## src/rtl/trg_mon_pkg.sv

```systemverilog
// Shared types and defaults for the trigger monitor frame sequencer:
// FSM states, header sync word and default sweep range.
package trg_mon_pkg;

    typedef enum logic [2:0] {
        ST_IDLE,
        ST_HDR,
        ST_LEN,
        ST_FCNT,
        ST_ISSUE,
        ST_WAIT,
        ST_DATA,
        ST_CSUM
    } trg_mon_state_e;

    localparam logic [15:0] HEADER_WORD_DEF = 16'hEB90;
    localparam logic [7:0]  ADDR_FIRST_DEF  = 8'd25;
    localparam logic [7:0]  ADDR_LAST_DEF   = 8'd62;

    // Widened before subtracting so a full 0..FF sweep reports 256 rather than 0.
    function automatic logic [15:0] sweepLength(input logic [7:0] first, input logic [7:0] last);
        return 16'(last) - 16'(first) + 16'd1;
    endfunction

endpackage

```

## src/rtl/trg_mon_word_out.sv

```systemverilog
// Valid/ready output holding register: takes a word plus last flag when empty
// or while its current word is being accepted, and holds it stable otherwise.
module trg_mon_word_out
    import trg_mon_pkg::*;
(
    input  logic        clk_in,
    input  logic        rst_in,
    input  logic        i_load,
    input  logic [15:0] i_data,
    input  logic        i_last,
    input  logic        i_ready,
    output logic        o_valid,
    output logic [15:0] o_data,
    output logic        o_last
);

    logic        r_valid;
    logic [15:0] r_data;
    logic        r_last;
    logic        w_xfer;
    logic        w_canLoad;

    assign w_xfer    = r_valid & i_ready;
    assign w_canLoad = ~r_valid | w_xfer;

    // Data and last are cleared when the register empties so last never lingers on an idle bus.
    always_ff @(posedge clk_in or posedge rst_in) begin
        if (rst_in) begin
            r_valid <= 1'b0;
            r_data  <= '0;
            r_last  <= 1'b0;
        end else if (i_load && w_canLoad) begin
            r_valid <= 1'b1;
            r_data  <= i_data;
            r_last  <= i_last;
        end else if (w_xfer) begin
            r_valid <= 1'b0;
            r_data  <= '0;
            r_last  <= 1'b0;
        end
    end

    assign o_valid = r_valid;
    assign o_data  = r_data;
    assign o_last  = r_last;

endmodule

```

## src/rtl/trg_mon_frame_seq.sv

```systemverilog
// Sweeps the trigger monitor registers on request and emits one framed packet
// (header, length, [frame count], data, checksum). Define TRG_MON_FRMCNT_EN to insert the frame counter word.
module trg_mon_frame_seq
    import trg_mon_pkg::*;
#(
    parameter logic [7:0]  ADDR_FIRST  = ADDR_FIRST_DEF,
    parameter logic [7:0]  ADDR_LAST   = ADDR_LAST_DEF,
    parameter int          RD_LAT      = 1,
    parameter logic [15:0] HEADER_WORD = HEADER_WORD_DEF
) (
    input  logic        clk_in,
    input  logic        rst_in,
    input  logic        start_in,
    output logic        rd_out,
    output logic [7:0]  rd_addr_out,
    input  logic [15:0] mon_data_in,
    output logic        out_valid_out,
    output logic [15:0] out_data_out,
    output logic        out_last_out,
    input  logic        out_ready_in,
    output logic        busy_out,
    output logic        start_drop_out
);

    localparam logic [15:0] N_WORDS   = sweepLength(ADDR_FIRST, ADDR_LAST);
    localparam logic [2:0]  WAIT_LAST = 3'(RD_LAT - 1);

    trg_mon_state_e r_state;
    trg_mon_state_e w_nextState;

    logic [7:0]  r_addr;
    logic [2:0]  r_waitCnt;
    logic [15:0] r_csum;
    logic        r_startDrop;

    logic        w_outValid;
    logic        w_xfer;
    logic        w_busy;
    logic        w_lastAddr;
    logic        w_load;
    logic [15:0] w_loadData;
    logic        w_loadLast;
    logic        w_addSum;

`ifdef TRG_MON_FRMCNT_EN
    logic [15:0] r_frameCnt;
`endif

    assign w_xfer     = w_outValid & out_ready_in;
    assign w_busy     = (r_state != ST_IDLE);
    assign w_lastAddr = (r_addr == ADDR_LAST);

    always_ff @(posedge clk_in or posedge rst_in) begin
        if (rst_in) begin
            r_state <= ST_IDLE;
        end else begin
            r_state <= w_nextState;
        end
    end

    // Every word except header and checksum is flagged for the running sum as it is loaded.
    always_comb begin
        w_nextState = r_state;
        w_load      = 1'b0;
        w_loadData  = '0;
        w_loadLast  = 1'b0;
        w_addSum    = 1'b0;
        case (r_state)
            ST_IDLE: begin
                if (start_in) begin
                    w_nextState = ST_HDR;
                    w_load      = 1'b1;
                    w_loadData  = HEADER_WORD;
                end
            end
            ST_HDR: begin
                if (w_xfer) begin
                    w_nextState = ST_LEN;
                    w_load      = 1'b1;
                    w_loadData  = N_WORDS;
                    w_addSum    = 1'b1;
                end
            end
            ST_LEN: begin
                if (w_xfer) begin
`ifdef TRG_MON_FRMCNT_EN
                    w_nextState = ST_FCNT;
                    w_load      = 1'b1;
                    w_loadData  = r_frameCnt;
                    w_addSum    = 1'b1;
`else
                    w_nextState = ST_ISSUE;
`endif
                end
            end
            ST_FCNT: begin
                if (w_xfer) begin
                    w_nextState = ST_ISSUE;
                end
            end
            ST_ISSUE: begin
                w_nextState = ST_WAIT;
            end
            ST_WAIT: begin
                if (r_waitCnt == WAIT_LAST) begin
                    w_nextState = ST_DATA;
                    w_load      = 1'b1;
                    w_loadData  = mon_data_in;
                    w_addSum    = 1'b1;
                end
            end
            ST_DATA: begin
                if (w_xfer) begin
                    if (w_lastAddr) begin
                        w_nextState = ST_CSUM;
                        w_load      = 1'b1;
                        w_loadData  = r_csum;
                        w_loadLast  = 1'b1;
                    end else begin
                        w_nextState = ST_ISSUE;
                    end
                end
            end
            ST_CSUM: begin
                if (w_xfer) begin
                    w_nextState = ST_IDLE;
                end
            end
            default: begin
                w_nextState = ST_IDLE;
            end
        endcase
    end

    always_ff @(posedge clk_in or posedge rst_in) begin
        if (rst_in) begin
            r_addr      <= '0;
            r_waitCnt   <= '0;
            r_csum      <= '0;
            r_startDrop <= 1'b0;
        end else begin
            r_startDrop <= start_in & w_busy;
            if (r_state == ST_IDLE && start_in) begin
                r_csum <= '0;
            end else if (w_addSum) begin
                r_csum <= r_csum + w_loadData;
            end
            // Termination is by compare against ADDR_LAST, so the increment never has to wrap.
            if ((r_state == ST_LEN || r_state == ST_FCNT) && w_nextState == ST_ISSUE) begin
                r_addr <= ADDR_FIRST;
            end else if (r_state == ST_DATA && w_xfer && !w_lastAddr) begin
                r_addr <= r_addr + 8'd1;
            end
            if (r_state == ST_ISSUE) begin
                r_waitCnt <= '0;
            end else if (r_state == ST_WAIT) begin
                r_waitCnt <= r_waitCnt + 3'd1;
            end
        end
    end

`ifdef TRG_MON_FRMCNT_EN
    always_ff @(posedge clk_in or posedge rst_in) begin
        if (rst_in) begin
            r_frameCnt <= '0;
        end else if (r_state == ST_CSUM && w_xfer) begin
            r_frameCnt <= r_frameCnt + 16'd1;
        end
    end
`endif

    trg_mon_word_out u_wordOut (
        .clk_in  (clk_in),
        .rst_in  (rst_in),
        .i_load  (w_load),
        .i_data  (w_loadData),
        .i_last  (w_loadLast),
        .i_ready (out_ready_in),
        .o_valid (w_outValid),
        .o_data  (out_data_out),
        .o_last  (out_last_out)
    );

    assign out_valid_out  = w_outValid;
    assign busy_out       = w_busy;
    assign start_drop_out = r_startDrop;
    assign rd_addr_out    = r_addr;
    assign rd_out         = (r_state == ST_ISSUE) || (r_state == ST_WAIT) ||
                            ((r_state == ST_DATA) && !w_lastAddr);

endmodule
```

## config.mk

```make
export PLATFORM = sky130hd
export DESIGN_NAME = trg_mon_frame_seq
export DESIGN_NICKNAME = d
export VERILOG_FILES = /design/src/rtl/trg_mon_pkg.sv /design/src/rtl/trg_mon_word_out.sv /design/src/rtl/trg_mon_frame_seq.sv
export SDC_FILE = /design/constraint.sdc
export NUM_CORES = 1
export LEC_CHECK = 0
export BUFFER_PORTS_ARGS = -buffer_cell sky130_fd_sc_hd__clkbuf_2
export CAP_MARGIN = 10
export CORE_ASPECT_RATIO = 0.9
export CORE_UTILIZATION = 52
export DETAILED_ROUTE_END_ITERATION = 8
export HOLD_SLACK_MARGIN = 0.08
export PLACE_DENSITY_LB_ADDON = 0.15
export SETUP_SLACK_MARGIN = 0.2
export SYNTH_ARGS = -nofsm -noshare
export SYNTH_HDL_FRONTEND = slang
export SYNTH_SLANG_ARGS = --single-unit
```

## constraint.sdc

```tcl
create_clock -name clk_in -period 4.21 [get_ports clk_in]
set_clock_uncertainty 0.05 [all_clocks]
set_input_delay 0.421 -clock clk_in [delete_from_list [all_inputs] [get_ports clk_in]]
set_output_delay 0.421 -clock clk_in [all_outputs]
set_load 0.02 [all_outputs]
```

==> flow_metrics.tcl, run 1 <==
set metrics [dict create \
    synth_edf_count 0 \
    cp.required_ps 4400 \
    cts_root_buf "clkbuf_8" \
    ys.flop_type "dfrtp_1" \
    outcome "complete, no violations" \
    worstPathArrival_ps 4270 \
    drive_above_1_share 0.327 \
    max_freq_ghz 0.245 \
    crit_type "flip-flop to flip-flop" \
    antenna_found_initial 1 \
    n_antenna_cell 0 \
    grt_use_total 0.263 \
    period_needed_ps 4080 \
    cts_tree "done" \
    cts_buffer_depth 2 \
    instances_no_fill 531 \
    ant_nets 0 \
    synth_cells 375 \
    hold_class "primary input to flip-flop" \
    power_frac_seq 0.373 \
    fp.dieArea_um2 6640 \
    p_leak_uw 0.00197 \
    crit_chain "ha_2, or3b_4, nor4_4, buf_4, buf_6, a221oi_2, inv_1, ha_4, a21oi_4, o21ai_4, a21oi_2, a221oi_4, a21oi_2, o21bai_2, a222oi_1, o31a_1, or4_4, a21oi_2" \
    final_common_cell "clkbuf_2" \
    core-area_um2 6110 \
    power_density_nw_per_um2 525 \
    via_per_inst 5.88 \
    r2r_slack_ps 130 \
    clk_pin_slew_ps 90 \
    fill_cells 481 \
    syn2layout_area_growth_pct 26.1 \
    finalSetupViolCount 0 \
    ir_drop_mv 0.235 \
    grt-ovfl-total 0 \
    clkPwrFrac 0.163 \
    drt_wl_total_um 8680 \
    gp_congestion 0.887 \
    fin_nets 476 \
    worst_path_largest_cell_delay_ps 510 \
    clock_latency_ps 310 \
    holdPathStages 2 \
    synth_nets 408 \
    drc 0 \
    place_hpwl_um 5920 \
    crit_top_cell "a21oi_2" \
    pwr-share-comb 0.464 \
    internal_power_uw 1230 \
    worstPathMaxFanout 6 \
    first_global_vias 2781 \
    syn_avg_cell_area_um2 8.76 \
    crit_slowest_cell "or4_4" \
    power.total_uw 2180 \
    maxCapViolations 0 \
    io_buffers 48 \
    worst_slew_pin_slew_ps 1050 \
    die_width_um 85.8 \
    async_flop_share 1.00 \
    drt_iter0_markers 216 \
    slew_headroom 0.298 \
    postLayoutCoreUtil 0.678 \
    cts_buffers 5 \
    worstRegToRegCells 18 \
    finalHoldViolCount 0 \
    synth_area_leaders "dfrtp_1 (37%), o21ai_0 (4.9%), ha_1 (4.6%)" \
    die_h_um 77.4 \
    ios 49 \
    grt_max_degree 50 \
    rows 27 \
    yosysTopAreaCellShare 0.373 \
    synth_top_area_cell "dfrtp_1" \
    initial_core_util 0.537 \
    synth_warnings 0 \
    cp-start-kind "flip-flop" \
    maxSlewViolCount 0 \
    ys_seq_elements 49 \
    worstSetupEndpointType "flip-flop" \
    grt_first_pass_wirelength_um 13600 \
    rsz0062_at_grt "yes" \
    cts.sinks 49 \
    place_inst 501 \
    wl_per_cell_um 16.3 \
    synthesis.area_um2 3290 \
    synth-seq-area-share 0.373 \
    sw_frac_of_total 0.435 \
    vias 3121 \
    final_cell_mix "clkbuf_2 (48), dfrtp_1 (47), buf_4 (32)" \
    synth_cell_types 60 \
    dr.pass1.iters 5 \
    finalCritPeriodShare 0.969 \
    p_sw_uw 947 \
    cts-htree-levels 2 \
]
-- metrics by stage --
step | cell area [um^2] | hold WS, ps | setup WS [ps] | setup TNS (ps)
after floorplan | 3360 | 399 | -116 | -312
after global placement | 3700 | 418 | 114 | 0
after detailed placement | 3700 | 425 | 16.2 | 0
after CTS | 3870 | 300 | 200 | 0
after global routing | 4140 | 313 | 10.5 | 0
final | 4140 | 295 | 131 | 0
-- final cells by class --
cell class                 instances  area, um^2  area share
multi-input combinational        285        2110       0.510
sequential                        49        1230       0.296
timing repair buffer              82         503       0.121
tap                               87         109      0.0263
clock buffer                       7        86.3      0.0208
inverter                          20        75.1      0.0181
clock inverter                     1        30.0     0.00725
-- Yosys cell counts (all sizes together), types with 2 or more instances --
master  number
a211o        5
a211oi       6
a21o         5
a21oi       27
a221o        3
a221oi       5
a22oi        5
a31o         5
a31oi        3
a41oi        2
and2        10
buf          5
clkbuf      16
dfrtp       49
ha          12
inv         20
mux2         4
nand2       25
nand2b       5
nand3       26
nand4        3
nor2        29
nor2b        2
nor3         5
nor4         6
o211ai       3
o21ai       34
o22a         3
o31ai        5
or2          4
or3          5
xnor2        9
xor2         9
-- timing repair --
action,in CTS,in global routing
setup buffers,4,18
gates resized for setup,5,28
pin swaps,4,30
hold buffers,0,0
endpoints found under the setup margin,5,7
-- power groups by stage --
stage	sequential, uW	combinational, uW	clock (uW)
2_1_floorplan	828	625	0
3_5_place_dp	812	899	0
6_report	811	1010	355
5_1_grt	833	1120	373
3_3_place_gp	805	881	0
4_1_cts	804	909	359
-- kinds of logic after synthesis --
logic type | count (synthesis) | synth area share
AOI/OAI and AO/OA | 120 | 0.250
xor gates and xnor gates | 18 | 0.0480
and+or+nand+nor | 128 | 0.207
adders and majority gates | 14 | 0.0548
buffers and inverters | 41 | 0.0499
muxes | 5 | 0.0168
DFF | 49 | 0.373
-- final timing paths --
kind | to | from
worst min-delay path | start_drop_out | start_in
worst max-delay path | r_csum[9] | rd_addr_out[1]
worst max register to register | r_csum[9] | rd_addr_out[1]
min in group asynchronous | u_wordOut.o_data[2] | rst_in
worst min register to register | r_csum[15] | r_csum[15]
max in group asynchronous | rd_addr_out[1] | rst_in
-- state kept, by name, summed over array words and instances, names as in the netlist --
register / flops
r_csum: 16
u_wordOut.o_data: 16
rd_addr_out: 8
r_state: 3
r_waitCnt: 3
start_drop_out: 1
u_wordOut.o_last: 1
u_wordOut.o_valid: 1
-- routing by layer --
layer	up-vias	wire length, um	track usage
li1	1519	-	-
met1	1482	3990	0.376
met2	107	3950	0.406
met3	13	516	0.0351
met4	0	221	0.102
met5	-	0	0
-- critical path, delay by kind of cell, from the launching register on --
family | cells | cell delay [ps]
flops | 1 | 440
buf+inv | 3 | 400
compound gates | 10 | 1870
simple gates | 3 | 780
fa+ha+maj | 2 | 450
Note: power is estimated with default switching activity, not from simulation.
==> run 2: changes to the inputs <==
Settings changed: PLACE_DENSITY set to 0.76, PLACE_DENSITY_LB_ADDON 0.15 to unset.
==> flow_metrics.tcl, run 2 (synthesis results as in run 1) <==
set metrics [dict create \
    rsz0062_at_grt "yes" \
    grtUsageMet2 0.405 \
    seq_area_um2 1230 \
    n_antenna_cell 0 \
    place_area_um2 3700 \
    r2r_slack_ps 180 \
    cp-start-kind "flip-flop" \
    grt_use_total 0.260 \
    top_usage_layer "met2" \
    die_width_um 85.8 \
    worstRegToRegCells 18 \
    finalCritPeriodShare 0.958 \
    max_freq_ghz 0.248 \
    finalHoldViolCount 0 \
    pre_cts_ws_ps 17.3 \
    grtUsageMet3 0.0319 \
    worst-path-stages 18 \
    outcome "complete, no violations" \
    critPathBufInv 3 \
    slew_headroom 0.299 \
    drt_wl_total_um 8350 \
    cts.sinks 49 \
    hold_class "primary input to async pin" \
    worst_path_largest_cell_delay_ps 460 \
    drive_above_1_share 0.290 \
    place_hpwl_um 5830 \
    period_needed_ps 4030 \
    drt_iter0_markers 190 \
    cts_root_buf "clkbuf_8" \
    vias 3102 \
    fin_nets 463 \
    fp.dieArea_um2 6640 \
    critPathTopFamily "compound AO/OA/AOI/OAI gates" \
    setup_ws_ps 178 \
    crit_slowest_cell "dfrtp_2" \
    worstSetupEndpointType "flip-flop" \
    core-area_um2 6110 \
    ant_nets 0 \
    grt_max_degree 50 \
    initial_core_util 0.537 \
    maxSlewViolCount 0 \
    finalSetupViolCount 0 \
    wl_per_cell_um 16.1 \
    final_cell_mix "clkbuf_2 (48), dfrtp_1 (47), o21ai_0 (30)" \
    worstPathMaxFanout 6 \
    ir_drop_mv 0.209 \
    worst_slew_pin_slew_ps 1050 \
    instances_no_fill 518 \
    multi_input_area_um2 2050 \
    rows 27 \
    place_inst 501 \
    cts_buffers 5 \
    ios 49 \
    first_global_vias 2787 \
    cts_tree "done" \
    p_leak_uw 0.00187 \
    die_h_um 77.4 \
    maxCapViolations 0 \
    grt_first_pass_wirelength_um 13600 \
    antenna_found_initial 0 \
    io_buffers 48 \
    worstPathArrival_ps 4220 \
    cts-htree-levels 2 \
    gp_congestion 0.942 \
    grtUsageMet1 0.379 \
    syn2layout_area_growth_pct 20.1 \
    fill_cells 500 \
    hold_slack_ps 298 \
    cp.required_ps 4400 \
    crit_chain "inv_2, ha_1, or3b_4, nor4_4, buf_4, a221oi_4, buf_4, fa_2, nand2b_4, a211oi_2, o22a_1, o22a_1, and4_4, a2111oi_4, o31ai_2, a41oi_2, xor2_1, a21oi_1" \
    crit_type "flip-flop to flip-flop" \
    clk_pin_slew_ps 100 \
    clock_latency_ps 310 \
    cts_buffer_depth 2 \
    dr.pass1.iters 4 \
    drc 0 \
    fin_area_um2 3950 \
    cts_hold_buffers 0 \
    power_density_nw_per_um2 518 \
    final_common_cell "clkbuf_2" \
    grt-ovfl-total 0 \
    via_per_inst 5.99 \
]
run 2: cell types whose count changed in the layout (fill, tap and decap cells not counted), moves of 2 or more:
cell	change
buf_4	-11
ha_1	+3
clkinvlp_4	+2
buf_6	-2
ha_2	-2
run 2: what timing repair did:
| action | CTS | global route |
|---|---|---|
| gates cloned | 0 | 0 |
| pin swaps | 11 | 13 |
| buffers inserted | 5 | 4 |
| resized for setup | 8 | 13 |
| endpoints found under the setup margin | 5 | 7 |
run 2: path summary, 6_finish.rpt:
| kind | from | endpoint |
|---|---|---|
| min | rst_in | u_wordOut.o_data[1] |
| max in group asynchronous | rst_in | rd_addr_out[0] |
| max reg2reg | rd_addr_out[0] | r_csum[14] |
| max | rd_addr_out[0] | r_csum[14] |
| min in group clk_in | start_in | start_drop_out |
| min reg2reg | u_wordOut.o_data[4] | u_wordOut.o_data[4] |
run 2: cell type report:
class                           instances  area share
Clock buffer                            6      0.0184
Clock inverter                          2     0.00380
Inverter                               20      0.0197
Multi-Input combinational cell        285       0.519
Sequential cell                        49       0.311
Tap cell                               87      0.0276
Timing Repair Buffer                   69       0.101
run 2: per-layer routing:
metal	up-vias	routed length [um]
met1	1488	3860
met3	16	437
met4	0	137
met5	-	0
met2	120	3910
li1	1478	-
run 2: metrics by stage:
stage | power, uW | utilization | setup TNS (ps)
CTS | 2010 | 0.632 | 0
global placement | 1680 | 0.604 | 0
detailed placement | 1710 | 0.604 | 0
global route | 2190 | 0.646 | -24.6
floorplan | 1450 | - | -312
finish | 2040 | 0.646 | 0
run 2: power breakdown:
group          leakage (uW)  switching, uW  internal, uW
sequential         0.000637            175           628
combinational       0.00120            587           366
clock             0.0000374            171           118
total               0.00187            933          1110
run 2: worst reg2reg max path, cell delays in order, from the launching register on:
cell and delay, ps:
dfrtp_2 460, inv_2 60, ha_1 120, or3b_4 390
nor4_4 200, buf_4 190, a221oi_4 70, buf_4 150
fa_2 360, nand2b_4 170, a211oi_2 170, o22a_1 240
o22a_1 250, and4_4 250, a2111oi_4 80, o31ai_2 300
a41oi_2 160, xor2_1 170, a21oi_1 140
